==> config.mk <==
export PLATFORM = sky130hd
export DESIGN_NAME = gpio_intr_ctrl
export DESIGN_NICKNAME = d
export VERILOG_FILES = /design/src/rtl/gpio_intr_ctrl.sv
export SDC_FILE = /design/constraint.sdc
export NUM_CORES = 1
export LEC_CHECK = 0
export CAP_MARGIN = 10
export CORE_MARGIN = 2
export CORE_UTILIZATION = 33
export DETAILED_ROUTE_END_ITERATION = 8
export PLACE_DENSITY = 0.87
export SLEW_MARGIN = 20
export SYNTH_ARGS = -nofsm -noshare
export SYNTH_HDL_FRONTEND = slang
export SYNTH_SLANG_ARGS = --single-unit
export TNS_END_PERCENT = 30
==> constraint.sdc <==
create_clock -name mclk -period 1.72 [get_ports mclk]
set_input_delay 0.258 -clock mclk [delete_from_list [all_inputs] [get_ports mclk]]
set_output_delay 0.258 -clock mclk [all_outputs]
set_load 0.02 [all_outputs]
==> src/rtl/gpio_intr_ctrl.sv <==
// Per-pin GPIO edge/level interrupt detector with sticky pending bits.
// Define GPIO_INTR_LEVEL_EN to add high/low level detection ports.
module gpio_intr_ctrl #(
  parameter int WD = 32
) (
  input  logic          mclk,
  input  logic          reset_n,
  input  logic [WD-1:0] gpio_in,
  input  logic [WD-1:0] cfg_rise_en,
  input  logic [WD-1:0] cfg_fall_en,
`ifdef GPIO_INTR_LEVEL_EN
  input  logic [WD-1:0] cfg_lvl_hi_en,
  input  logic [WD-1:0] cfg_lvl_lo_en,
`endif
  input  logic [WD-1:0] cfg_intr_mask,
  input  logic [WD-1:0] reg_clr,
  input  logic [WD-1:0] reg_set,
  output logic [WD-1:0] intr_stat,
  output logic          intr_req
);

  logic          r_arm;
  logic [WD-1:0] r_gpio_d;
  logic [WD-1:0] r_stat;
  logic          r_req;

  logic [WD-1:0] w_arm;
  logic [WD-1:0] w_rise;
  logic [WD-1:0] w_fall;
  logic [WD-1:0] w_lvl;
  logic [WD-1:0] w_evt;

  // Detection is held off until gpio_d holds a real sample.
  assign w_arm  = {WD{r_arm}};
  assign w_rise = cfg_rise_en & gpio_in & ~r_gpio_d;
  assign w_fall = cfg_fall_en & ~gpio_in & r_gpio_d;

`ifdef GPIO_INTR_LEVEL_EN
  assign w_lvl = (cfg_lvl_hi_en & gpio_in)
               | (cfg_lvl_lo_en & ~gpio_in);
`else
  assign w_lvl = '0;
`endif

  assign w_evt = w_arm & (w_rise | w_fall | w_lvl);

  always_ff @(posedge mclk or negedge reset_n) begin
    if (!reset_n) begin
      r_arm    <= 1'b0;
      r_gpio_d <= '0;
      r_stat   <= '0;
      r_req    <= 1'b0;
    end else begin
      r_arm    <= 1'b1;
      r_gpio_d <= gpio_in;
      r_stat   <= w_evt | reg_set
                | (r_stat & ~reg_clr);
      r_req    <= |(r_stat & cfg_intr_mask);
    end
  end

  assign intr_stat = r_stat;
  assign intr_req  = r_req;

endmodule

; ---- After elaboration in Yosys (flattened, before gate mapping)
; Index checks and enable logic that the tools add are counted.
[word_totals]
ff_bits = 66
word_cells = 18
[classes]
bitwise = 13
reduce_logical = 1
[op_table]
columns = operator, count
row1 = $and 32x32->32, 7
row2 = $not 32->32, 3
row3 = $or 32x32->32, 3
row4 = $reduce_or 32->1, 1

; ---- Depth between registers and ports, before layout
; Gate-level depths: netlist of run 1.
[depth]
depth_word = 7
ltp_mapped = 3

; ---- Least setup slack after synthesis of run 1
; Ideal clock, no wire load.
[synth_path]
path_kind = flip-flop to flip-flop
start = reg r_stat[3] (netlist: intr_stat[3])
end = reg r_req (netlist: intr_req)
setup_time_ps = 138
arrival_ps = 1219
required_ps = 1582
path_slack_ps = 363
stages_incl_launch_ff = 4
path_buffers = 0
period_less_slack_ps = 1357
path_cell_list = dfrtp_1 -> a22oi_1 -> nand4_1 -> or4_1
[synth_between]
elab_chain_cells = 2
[synth_lines]
columns = element, line
row1 = "start, declared", 24  ; logic [WD-1:0] r_stat;
row2 = "start signal, assigned", 56  ; r_stat <= w_evt | reg_set
row3 = $and 32x32->32, 58  ; r_req <= |(r_stat & cfg_intr_mask);
row4 = $reduce_or 32->1, 58
row5 = "end signal, assigned", 58
row6 = "end, declared", 25  ; logic r_req;
; Every way passes these cells.

; ---- Final worst setup path of run 1
[layout_path]
start = reg r_stat[0] (netlist: intr_stat[0])
end = out intr_stat[0]
[layout_lines]
columns = element, line
row1 = "end, declared", 18  ; output logic [WD-1:0] intr_stat,
; No word-level cell between the ends.

==> results of run 1 <==
layout by cell type, fill, tap and decap left out, drive strengths merged, types with 10 or more instances in the layout:
cell type | Yosys | routed
a22oi | 16 | 16
clkdlybuf4s50 | 0 | 225
dfrtp | 66 | 66
inv | 32 | 32
nand2 | 32 | 32
clkbuf | 3 | 10
nand3b | 32 | 32
o21ai | 32 | 32
a221o | 32 | 32
state kept, by name, indices dropped and copies added (netlist names):
name / flops
r_arm: 1
intr_req: 1
r_gpio_d: 32
intr_stat: 32
synthesized netlist by cell type:
cell	count	area (µm²)
a221o_2	1	11.3
o21ai_0	32	160
conb_1	1	3.75
nand4_1	4	25.0
clkbuf_1	3	11.3
nand3b_1	32	240
or4_1	1	7.51
a22oi_2	2	25.0
a221o_1	31	310
dfrtp_1	66	1650
nand2_1	32	120
inv_1	32	120
a22oi_1	14	105
cell type report:
class,instances,share of cell area (%)
Clock buffer,10,2.53
Clock inverter,6,1.66
Inverter,32,2.21
Multi-Input combinational cell,150,18.5
Sequential cell,66,30.4
Tap cell,105,2.41
Timing Repair Buffer,230,42.3
where the power goes:
part           switching (mW)  internal [mW]  total [mW]
Sequential             0.0754           1.65        1.72
Combinational           0.299          0.590       0.890
Clock                   0.592          0.858        1.45
Total                   0.967           3.10        4.06
what timing repair did:
| action | 4_1_cts | 5_1_grt |
|---|---|---|
| endpoints found under the hold margin | 66 | 0 |
| hold buffers | 1 | 0 |
| setup endpoints to repair | 0 | 0 |
path summary, 6_finish.rpt:
kind                                  to          start
max                         intr_stat[0]   intr_stat[0]
min                         r_gpio_d[20]    gpio_in[20]
max reg2reg                     intr_req  intr_stat[12]
min reg2reg                intr_stat[24]  intr_stat[24]
max in group asynchronous  intr_stat[12]        reset_n
min in group asynchronous  intr_stat[19]        reset_n
stage by stage:
stage,hold WS [ps],cells
detailed placement,304,582
floorplan,-37.6,251
global placement,301,582
finish,400,599
CTS,383,599
global route,388,599
cells by family after synthesis:
group                  Yosys count  synth area share (%)
AO/OA/AOI/OAI                   80                  21.9
AND/OR/NAND/NOR                 69                  14.1
flip-flops                      66                  59.2
buffers and inverters           35                  4.71
other                            1                 0.134
routing by layer:
layer	track usage (%)	vias to the layer above
met5	0	-
met4	7.02	0
met3	7.05	14
met2	40.5	137
met1	21.0	1413
li1	-	1413
==> results.txt, run 1 <==
----------------------------------------------------
[Timing]
  Worst setup skew after layout ... 13.7 ps
  Sum of negative setup slack ... 0 ps
  Unrepaired setup endpoints after global routing ... false
  Slew Limit Fails ... 0
  Final hold vios ... 0
  Final period util ... between 90% and 100%
  Tmin final ... roughly 1600 ps
  Achievable clock frequency ... 612 MHz
  Number of setup violations in the final report ... 0
  Final Worst Setup Slack ... about 87 ps

[Outcome]
  Result of the run ... complete, no violations

[Yosys]
  Area of the mapped netlist ... about 0.0028 mm²
  Number of library cell types mapped by synthesis ... 13
  Cell count after synthesis ... approximately 250
  Synth Warn # ... 0
  Sequential fraction of the synthesis area ... between 50% and 60%
  Post-synthesis net count ... between 400 and 500
  Mean area per synthesized cell ... between 10 and 15 µm²
  Post-synthesis register bit count ... 66

[Finish]
  Summed area of non-filler cells in the final layout ... around 0.0054 mm²
  Combined area of the multi-input logic cells ... 0.00101 mm²
  Share of layout cells above drive strength 1 ... under 10%
  Post-route core utilization ... around two thirds
  Net count, final ... between 600 and 700
  Synth-to-Final Area Change ... 94.9%
  Sequential Area ... roughly 0.0017 mm²
  Diodes inserted ... 0
  Fill cells ... 657

[Hold path]
  Hold crit path type ... in -> reg
  Cells on Worst Hold Path ... 1

[Floorplanning]
  Die Area ... a little over 0.009 mm²
  Horiz. Die Dim ... between 90 and 100 µm
  Number of placed I/O pins ... approximately 230
  Die height ... approximately 96 µm
  Area of the placeable core ... approximately 0.0082 mm²
  Number of rows in the core area ... 33
  Initial standard-cell utilization of the core ... 34.0%

[Clock tree]
  Reg clk slew, reported paths ... 80 ps
  Sink Count ... 66
  CTS tree ... yes
  Clock latency reported for the late side of the worst-skew pair ... between 300 and 400 ps
  Clock Path Buffers ... 2
  Post-CTS Setup Repair Bufs ... 0
  Resized Gates After CTS ... 0
  Clock root cell ... clkbuf_8
  CTS buffer count ... 9
  Number of levels in the clock H-tree ... 3

[Global routing]
  Antenna violations before repair ... 0
  Gr ovfl total ... 0
  Number of global-route vias before repair ... roughly 3200
  Pin count of the biggest net entering global routing ... 67
  First-pass GRT wire length ... 14600 µm
  Total global-route track usage ... between 20% and 30%

[Setup path]
  Cell with the largest stage delay on the worst path ... clkdlybuf4s50_1
  Largest incremental delay on the critical path ... ~660 ps
  Critical Path Sink Type ... primary output
  Critical path fanouts, max ... 3
  Type of origin of the critical path ... register
  Number of buffer and inverter instances along the worst setup path ... 1
  Reg-to-reg setup timing slack ... about 210 ps
  Worst R2R Path Depth ... 3
  Required time of the worst setup path ... roughly 1500 ps
  Stages on the worst setup path ... 1
  CP top delay family ... buffers and inverters
  Worst setup path category ... reg -> out
  Cells along the critical path ... clkdlybuf4s50_1
  Critical path arrival ... about 1400 ps

[Power and ir drop]
  Total design power ... slightly above 4 mW
  Pwr per Cell Area ... about 750 mW/mm²
  IR Drop Worst-Case VDD ... between 400 and 500 µV
  Static power due to leakage ... roughly 2.2 nW

[Routing]
  Number of design rule violations left after detail routing ... 0
  DRC marker count from the first detailed-route iteration ... 82
  DR pass1 iterations ... 4
  Average wire per standard cell ... between 15 and 20 µm
  Number of routed nets with antenna violations ... 0
  Highest metal layer with signal wires ... met4
  Vias after detailed routing ... 2977
  Vias per Instance ... 4.97
  Total routed wirelength ... 9860 µm
  DR WL met3 ... 903 µm
  Met2 wirelength from detailed routing ... about 5400 µm
  M1 WL ... ~3400 µm

[Placed design]
  Instance area after placement ... 0.00520 mm²
  Worst slack at placement ... -95.5 ps
  Weighted congestion at the end of routability-driven global placement ... around 0.86
  Port Buffer Count ... around 230
  Post-detailed-placement half-perimeter wirelength ... approximately 7900 µm

[Job]
  Number of max-cap violations ... 0

----------------------------------------------------
No activity file was read; power rests on OpenSTA's default activity.
==> inputs of run 2 (changes only) <==
SETUP_SLACK_MARGIN = 0.2   (was default)
==> run 2 against run 1 <==
Effect of this change:
- largest power group unchanged
- fmax increased by 1.5%
- clock-buffer cell count is the same
- sequential share of layout area is essentially flat
- hold slack about the same
- critical path depth unchanged
- routed wire length up 0.28%
==> results.txt, run 2 (synthesis gave the netlist of run 1 again) <==
----------------------------------------------------
[Outcome]
  Result of the run ... complete, no violations

[Floorplanning]
  Number of rows in the core area ... 33 (unchanged)
  Initial standard-cell utilization of the core ... 34.0% (unchanged)
  Area of the placeable core ... 0.00822 mm² (unchanged)
  Horiz. Die Dim ... 96.0 µm (unchanged)
  Die Area ... 0.00921 mm² (unchanged)
  Number of placed I/O pins ... 227 (unchanged)
  Die height ... 96.0 µm (unchanged)

[Routing]
  Vias per Instance ... 4.97 (about the same)
  DR pass1 iterations ... 4 (unchanged)
  Number of design rule violations left after detail routing ... 0 (unchanged)
  Average wire per standard cell ... 16.5 µm (+0.28%)
  DRC marker count from the first detailed-route iteration ... 105 (+28%)
  Vias after detailed routing ... 2978 (+0.034%)
  Total routed wirelength ... 9890 µm (+0.28%)
  Number of routed nets with antenna violations ... 0 (unchanged)

[Finish]
  Post-route core utilization ... 66.3% (about the same)
  Summed area of non-filler cells in the final layout ... 0.00545 mm² (about the same)
  Synth-to-Final Area Change ... 95.1% (about the same)
  Commonest non-fill, non-tap cells in the layout ... clkdlybuf4s50_1 (208), dfrtp_1 (66)
  Post-Layout Cell Count ... 599 (unchanged)
  Net count, final ... 683 (unchanged)
  Share of layout cells above drive strength 1 ... 4.66% (unchanged)
  Most common library cell in the layout ignoring fill and taps ... clkdlybuf4s50_1
  Diodes inserted ... 0 (unchanged)

[Clock tree]
  Sink Count ... 66 (unchanged)
  Reg clk slew, reported paths ... 80 ps (about the same)
  Clock Path Buffers ... 2 (unchanged)
  Clock latency reported for the late side of the worst-skew pair ... 330 ps (about the same)
  Number of levels in the clock H-tree ... 3 (unchanged)
  CTS buffer count ... 9 (unchanged)
  Clock root cell ... clkbuf_8
  CTS tree ... yes

[Timing]
  Achievable clock frequency ... 622 MHz (+1.5%)
  Final period util ... 93.5% (-1.4 points)
  Sum of negative setup slack ... 0 ps (unchanged)
  Final hold vios ... 0 (unchanged)
  Tmin final ... 1610 ps (-24.6 ps)
  Slew Limit Fails ... 0 (unchanged)
  Worst setup skew after layout ... 13.5 ps (-0.139 ps)
  Unrepaired setup endpoints after global routing ... true
  Number of setup violations in the final report ... 0 (unchanged)

[Global routing]
  First-pass GRT wire length ... 14600 µm (+0.47%)
  Total global-route track usage ... 21.2% (+0.083 points)
  Antenna violations before repair ... 0 (unchanged)
  Number of global-route vias before repair ... 3220 (+0.16%)
  Gr ovfl total ... 0 (unchanged)
  Pin count of the biggest net entering global routing ... 67 (unchanged)

[Placed design]
  Instance area after placement ... 0.00520 mm² (unchanged)
  Weighted congestion at the end of routability-driven global placement ... 0.863 (unchanged)
  Post-detailed-placement half-perimeter wirelength ... 7920 µm (unchanged)
  Port Buffer Count ... 226 (unchanged)
  Number of placed instances, taps included ... 582 (unchanged)

[Setup path]
  Critical Path Sink Type ... primary output
  Worst setup path category ... reg -> out
  Cell with the largest stage delay on the worst path ... clkdlybuf4s50_1
  Type of origin of the critical path ... register
  Critical path arrival ... 1350 ps (-20 ps)
  Required time of the worst setup path ... 1460 ps (about the same)
  Largest incremental delay on the critical path ... 640 ps (-20 ps)
  Critical path fanouts, max ... 3 (unchanged)
  Number of buffer and inverter instances along the worst setup path ... 1 (unchanged)
  CP top delay family ... buffers and inverters
  Cells along the critical path ... clkdlybuf4s50_1

[Power and ir drop]
  IR Drop Worst-Case VDD ... 409 µV (about the same)
  Pwr per Cell Area ... 743 mW/mm² (-0.47%)
  Static power due to leakage ... 2.27 nW (+1.5%)

[Job]
  Number of max-cap violations ... 0 (unchanged)

[Hold path]
  Hold crit path type ... in -> reg

----------------------------------------------------
==> run 2: timing repair <==
action,CTS,global route
setup buffers,0,0
gates resized for setup,10,7
pin swaps,0,0
endpoints found under the setup margin,34,24
endpoints found under the hold margin,66,0
hold buffers,1,0
==> run 2: area by class of cell <==
class	count	area, µm²
inverters	32	120
clock buffers	10	138
clock inverters	6	90.1
fillers	656	2770
flip-flops and latches	66	1650
well taps	105	131
repair buffers	230	2310
multi-input cells	150	1010
==> run 2: stage by stage <==
stage	worst slack, ps	hold WS (ps)	total power, mW
floorplan	363	-37.6	1.97
global placement	-71.3	301	2.62
detailed placement	-95.5	304	2.64
CTS	92.0	383	4.11
global route	70.3	388	4.25
finish	112	400	4.05
==> run 2: worst register-to-register path, delay by kind of cell (launching register included) <==
kind	cells	cell delay, ps
AO/OA/AOI/OAI	1	240
flip-flops	1	410
AND/OR/NAND/NOR	2	730
==> run 2: metal layers <==
layer	share of wire (%)	up-vias	routed length, µm	GRT usage, %
met5	0	-	0	0
met4	1.6	0	155	7.02
met3	9.1	14	904	7.05
met2	54	141	5390	40.7
met1	35	1410	3440	21.1
li1	-	1413	-	-
==> run 2: final timing paths <==
check	slack, ps	startpoint	end	cells after the start
max in group asynchronous	930	reset_n	intr_stat[12]	3
setup reg to reg	210	intr_stat[12]	intr_req	3
hold / removal	400	gpio_in[20]	r_gpio_d[20]	1
hold reg to reg	560	intr_stat[24]	intr_stat[24]	1
min in group asynchronous	490	reset_n	intr_stat[19]	3
setup / recovery	110	intr_stat[1]	intr_stat[1]	1
==> run 2: power breakdown <==
part	switching (mW)	total (mW)	internal, mW
logic	0.300	0.875	0.575
registers	0.0742	1.72	1.65
clock network	0.593	1.45	0.858
total	0.968	4.05	3.08
